$ cat config.mk
export PLATFORM = sky130hd
export DESIGN_NAME = uart_tx
export DESIGN_NICKNAME = d
export VERILOG_FILES = /design/src/rtl/uart_tx.sv
export SDC_FILE = /design/constraint.sdc
export NUM_CORES = 1
export LEC_CHECK = 0
export ABC_AREA = 0
export BUFFER_PORTS_ARGS = -buffer_cell sky130_fd_sc_hd__buf_2
export CORE_MARGIN = 1.5
export CORE_UTILIZATION = 45
export DETAILED_ROUTE_END_ITERATION = 10
export SLEW_MARGIN = 20
export SYNTH_ARGS = -nofsm -noshare
export SYNTH_HDL_FRONTEND = slang
export SYNTH_SLANG_ARGS = --single-unit
$ cat constraint.sdc
create_clock -name clk -period 2.15 [get_ports clk]
set_input_delay 0.1075 -clock clk [delete_from_list [all_inputs] [get_ports clk]]
set_output_delay 0.1075 -clock clk [all_outputs]
set_load 0.03 [all_outputs]
$ cat src/rtl/uart_tx.sv
// UART transmitter. Serialises one byte into an 11-bit frame on txd, LSB first:
// start (0), 8 data bits, parity, stop (1). Each bit is held for CLKS_PER_BIT cycles.
//
// Ports:
//   clk           system clock
//   rst           asynchronous active-low reset
//   tx_start      request to send tx_data (level, cleared by the APB block)
//   tx_data       byte to send, sampled only when a frame starts
//   txd           serial line, idle high, driven straight from a flop
//   busy          high while a frame is in progress (SEND or CLEAR)
//   clr_tx_start  one-cycle pulse asking the APB block to clear tx_start
//   tx_done       one-cycle pulse marking frame completion (same cycle as clr_tx_start)
module uart_tx #(
    parameter int unsigned CLKS_PER_BIT = 16,
    parameter bit          PARITY_ODD   = 1'b0
) (
    input  logic       clk,
    input  logic       rst,
    input  logic       tx_start,
    input  logic [7:0] tx_data,
    output logic       txd,
    output logic       busy,
    output logic       clr_tx_start,
    output logic       tx_done
);

    localparam int unsigned BaudW = (CLKS_PER_BIT > 1) ? $clog2(CLKS_PER_BIT) : 1;
    localparam logic [BaudW-1:0] BaudLast = BaudW'(CLKS_PER_BIT - 1);
    // Index of the stop bit; its terminal count ends the frame.
    localparam logic [3:0] LastBit = 4'd10;

    typedef enum logic [1:0] {
        StIdle,
        StSend,
        StClear
    } state_e;

    state_e            state_q;
    logic [10:0]       shift_q;
    logic [3:0]        bit_cnt_q;
    logic [BaudW-1:0]  baud_cnt_q;
    logic              busy_q;
    logic              clr_q;
    logic              done_q;
    logic              parity;

    // XOR with PARITY_ODD turns even parity into odd parity.
    assign parity = (^tx_data) ^ PARITY_ODD;

    always_ff @(posedge clk or negedge rst) begin
        if (!rst) begin
            state_q    <= StIdle;
            shift_q    <= '1;
            bit_cnt_q  <= '0;
            baud_cnt_q <= '0;
            busy_q     <= 1'b0;
            clr_q      <= 1'b0;
            done_q     <= 1'b0;
        end else begin
            clr_q  <= 1'b0;
            done_q <= 1'b0;
            case (state_q)
                StIdle: begin
                    if (tx_start) begin
                        shift_q    <= {1'b1, parity, tx_data, 1'b0};
                        bit_cnt_q  <= '0;
                        baud_cnt_q <= '0;
                        busy_q     <= 1'b1;
                        state_q    <= StSend;
                    end
                end
                StSend: begin
                    if (baud_cnt_q == BaudLast) begin
                        baud_cnt_q <= '0;
                        bit_cnt_q  <= bit_cnt_q + 4'd1;
                        if (bit_cnt_q == LastBit) begin
                            // Stop bit done; the register already holds all ones so
                            // txd stays high through CLEAR and IDLE.
                            state_q <= StClear;
                            clr_q   <= 1'b1;
                            done_q  <= 1'b1;
                        end else begin
                            shift_q <= {1'b1, shift_q[10:1]};
                        end
                    end else begin
                        baud_cnt_q <= baud_cnt_q + 1'b1;
                    end
                end
                StClear: begin
                    busy_q  <= 1'b0;
                    shift_q <= '1;
                    state_q <= StIdle;
                end
                default: begin
                    busy_q  <= 1'b0;
                    shift_q <= '1;
                    state_q <= StIdle;
                end
            endcase
        end
    end

    assign txd          = shift_q[0];
    assign busy         = busy_q;
    assign clr_tx_start = clr_q;
    assign tx_done      = done_q;

endmodule
Word level (Yosys, flattened, before mapping)
Cells that the tools add are included.
- bits in read-only memories: 0
- bits in latches: 0
- flip-flop bits (word level): 23
- input port bits: 11
- memory bits (writable): 0
- output and inout bits: 4
- memories: 0
- divide/modulo/power cells: 0
- reduce and logical (&&, ||, !) cells: 8
- bitwise operators: 1
- shift-type cells: 0
- equal/unequal tests: 7
- multiplexer cells: 18
- order comparisons: 0
- $add $sub $neg: 2
- multipliers: 0
- operators with widths (kind ; count):
    two-way mux 11 bit ; 3
    case mux 11 bit (2 select lines) ; 1
    case mux 4 bit (2 select lines) ; 2
    two-way mux 4 bit ; 3
    AND reduction 3 bit ; 3
    adder 4 x 1 -> 4 bit, second input constant ; 2
    equality test 4 bit, second input constant ; 2
    != test 2 bit, second input constant ; 4
    parity 8 bit ; 1
    two-way mux 2 bit ; 3
    two-way mux 1 bit ; 4
    case mux 2 bit (2 select lines) ; 1
    AND reduction 2 bit ; 2
    equality test 2 x 1 -> 1 bit, second input constant ; 1
    logical NOT 2 bit ; 1
    case mux 1 bit (2 select lines) ; 1
    nonzero test 2 bit ; 1
    NOT 1 bit ; 1

Longest topological paths before layout
- word-level depth: 4
- mapped depth: 7
- depth with buffers taken out: 6

Least setup slack after synthesis
OpenSTA, ideal clock, no wires.
- path kind: reg2reg
- from: register baud_cnt_q[0]
- to: register shift_q[1]
- arrival time: 1.431 ns
- stages on the path, launching flop included: 7
- path buffers: 1
- required time: 2.071 ns
- slack: 0.640 ns
- cell sequence: dfrtp_1 > ha_1 > and4_4 > o32ai_4 > buf_6 > nand2_1 > o21ai_0
- cells in the longest elaborated chain, start to end: 3
- RTL lines (element ; RTL line ; text):
    start, declared ; 41 ; logic [BaudW-1:0] baud_cnt_q;
    start signal, assigned ; 86 ; baud_cnt_q <= baud_cnt_q + 1'b1;
    equality test 4 bit ; 73 ; if (baud_cnt_q == BaudLast) begin
    != test 2 bit (no source line) ; -- ;
    AND reduction 3 bit (no source line) ; -- ;
    end signal, assigned ; 65 ; shift_q <= {1'b1, parity, tx_data, 1'b0};
    end signal, assigned ; 83 ; shift_q <= {1'b1, shift_q[10:1]};
    end, declared ; 39 ; logic [10:0] shift_q;
Every way passes these cells.
A chain may end at the register's enable or synchronous reset.

Worst setup path in the final report
Ends and elaborated chain as after synthesis.

==> results.tsv <==
stage	metric	value	unit
status	status	complete, no violations	
sta	grt_setup_unrepaired	no	
cts	cts.sinks	22	
critical_path	critPathKind	reg2reg	
routing	drtAntennaViolNets	0	
global_route	overflow	0	
cts	cts_resized	0	
routing	vias	900	
pwr	peakVddDrop	0.591	mV
logic_synthesis	synth-adder-area-share	3.03	%
cts	clkLatencyLatePin	0.32	ns
global_route	grt_pass1_wl	4060	µm
critical_path	critPathMaxFanout	17	
final_layout	final_nets	150	
logic_synthesis	yosys-top-cells-area	dfrtp_1 24%, dfstp_2 21%, xnor2_1 4.9%	
placement	io_buffers	14	
sta	slew_viol_final	0	
cts	clk_pin_slew	0.13	ns
logic_synthesis	syn-num-nets	135	
die	die_x	55.5	µm
logic_synthesis	yosysMostFrequentCell	nand2_1	
logic_synthesis	ys_top_cells_by_count	16 x nand2_1, 12 x dfrtp_1, 10 x dfstp_2, 9 x nor2b_1, 8 x a211oi_1	
cts	cts_tree	yes	
global_route	grt_max_degree	23	
placement	dp_cells	160	
routing	drc	0	
pwr	power_leakage	0.000564	µW
logic_synthesis	yosys_most_used_dff	dfrtp_1	
cts	cts_max_level	1	
placement	dpl.hpwl	1630	µm
placement	place_ws	0.437	ns
final_layout	layout-drive-gt1-share	28.9	%
sta	setup_viol	0	
logic_synthesis	synth-async-reset-ratio	100	%
logic_synthesis	synth_area_per_cell	10.2	µm²
job	maxCapViolations	0	
cts	cts_buffers	3	
global_route	grt_use_total	16.6	%
routing	wl	2270	µm
sta	hold_viol	0	
routing	wire_per_inst	13.7	µm
critical_path	end_kind	register	
global_route	grt_antenna_before_repair	0	
logic_synthesis	synth_area	1240	µm²
die	io-pin-count	15	
logic_synthesis	synth_cell_type_count	35	
final_layout	final_cells	165	
sta	whs	0.191	ns
logic_synthesis	synth_edf_count	0	
routing	drt-pass1-iter-count	4	
sta	worstMarginPinSlew	0.584	ns
cts	cts_setup_buffers	0	
routing	first_iter_violations	25	
sta	fin_crit_sh	79.3	%
pwr	power_density	1070	nW/µm²
logic_synthesis	synth_top_area_cell	dfrtp_1	
die	fp.coreArea	2540	µm²
sta	fin_skew	0.0121	ns
hold_path	worstHoldPathType	in2reg	
logic_synthesis	synthSimpleGateAreaFrac	19.0	%
cts	root_buffer	clkbuf_4	
logic_synthesis	synth-seq-area-share	45.4	%
logic_synthesis	synth_compound_area_share	20.9	%
final_layout	n_antenna_cell	0	
routing	vias_per_cell	5.45	
logic_synthesis	synth-xor-area-share	4.94	%
sta	fmax	0.586	GHz
placement	routabilityCongestion	0.749	
logic_synthesis	ys_ff_latch	22	
logic_synthesis	synth_top_family_by_area	compound AO/OA/AOI/OAI gates	
logic_synthesis	synth_top_area_share	24.2	%
die	dieArea	3080	µm²
critical_path	required	2.39	ns
logic_synthesis	synth_warnings	0	
die	rows	18	
sta	fin_ws	0.444	ns
sta	relSlewSlack	61.1	%
final_layout	area_growth	9.89	%
global_route	grt_pass1_vias	893	
die	die_h	55.5	µm
logic_synthesis	synthMuxAreaShare	2.12	%
critical_path	cp.arrival	1.95	ns
cts	clock_path_buffers	2	
critical_path	worst_setup_path_start_kind	register	
sta	fin_crit	1.71	ns
sta	setup_tns	0	ns
die	start_util	48.7	%
logic_synthesis	synth_cells	121	
[kinds of logic after synthesis]
family / after synthesis
flops: 22
mux: 2
simple gates: 44
fa+ha+maj: 3
buf+inv: 10
compound gates: 33
xor+xnor: 7
[what timing repair did]
item,4_1_cts,5_1_grt
setup endpoints to repair,0,0
hold endpoints to repair,12,0
hold buffers,1,0
[final timing paths]
| path | startpoint | end | slack, ns | cells after the start |
|---|---|---|---|---|
| max in group asynchronous | rst | shift_q[4] | 1.54 | 2 |
| setup / recovery | baud_cnt_q[0] | shift_q[1] | 0.44 | 4 |
| min in group asynchronous | rst | state_q[1] | 0.26 | 2 |
| setup reg to reg | baud_cnt_q[0] | shift_q[1] | 0.44 | 4 |
| hold reg to reg | shift_q[9] | shift_q[9] | 0.47 | 2 |
| hold / removal | tx_start | bit_cnt_q[0] | 0.19 | 4 |
[cell type report]
class                      instances  area, µm²
timing repair buffer              17       95.1
clock buffer                       4       36.3
tap                               30       37.5
inverter                           3       11.3
fill                             232       1180
sequential                        22        563
multi-input combinational         89        619
[routing by layer]
metal  GRT usage [%]  vias up  wire [µm]
met5               0        -          0
met4            7.32        0         27
met3            2.34        2         66
met2            24.7       13        986
met1            23.9      423       1190
li1                -      462          -
[sequential cells by signal, summed over array words and instances (netlist names)]
name / count
busy: 1
bit_cnt_q: 4
baud_cnt_q: 4
state_q: 2
tx_done: 1
shift_q: 10
[report_power, final]
| group | internal (µW) | switching [µW] | leakage [µW] |
|---|---|---|---|
| registers | 617 | 132 | 0.000251 |
| clock network | 104 | 132 | 0.0000210 |
| logic | 253 | 221 | 0.000292 |
[worst max-delay path: stages (launching register included)]
cell and delay, ns:
dfrtp_1 0.43, ha_1 0.28, and4_4 0.18, o32ai_4 0.54, o21ai_0 0.20
[cells in the final DEF, fill, tap and decap left out, drive strengths merged, types with 4 or more instances in the layout]
cell type / count
xnor2: 7
nor2: 6
a211oi: 8
clkbuf: 4
dfrtp: 12
nor2b: 9
o21ai: 11
nand3: 4
buf: 16
a22o: 5
dfstp: 10
nand2: 16
nor3: 4
[stage by stage]
stage	utilization [%]	cell area, µm²	total power [µW]
2_1_floorplan	-	1240	1130
3_3_place_gp	51.7	1320	1210
3_5_place_dp	51.7	1320	1230
4_1_cts	53.5	1360	1480
5_1_grt	53.5	1360	1580
6_report	53.5	1360	1460
Power figures use the tool's default switching activity.
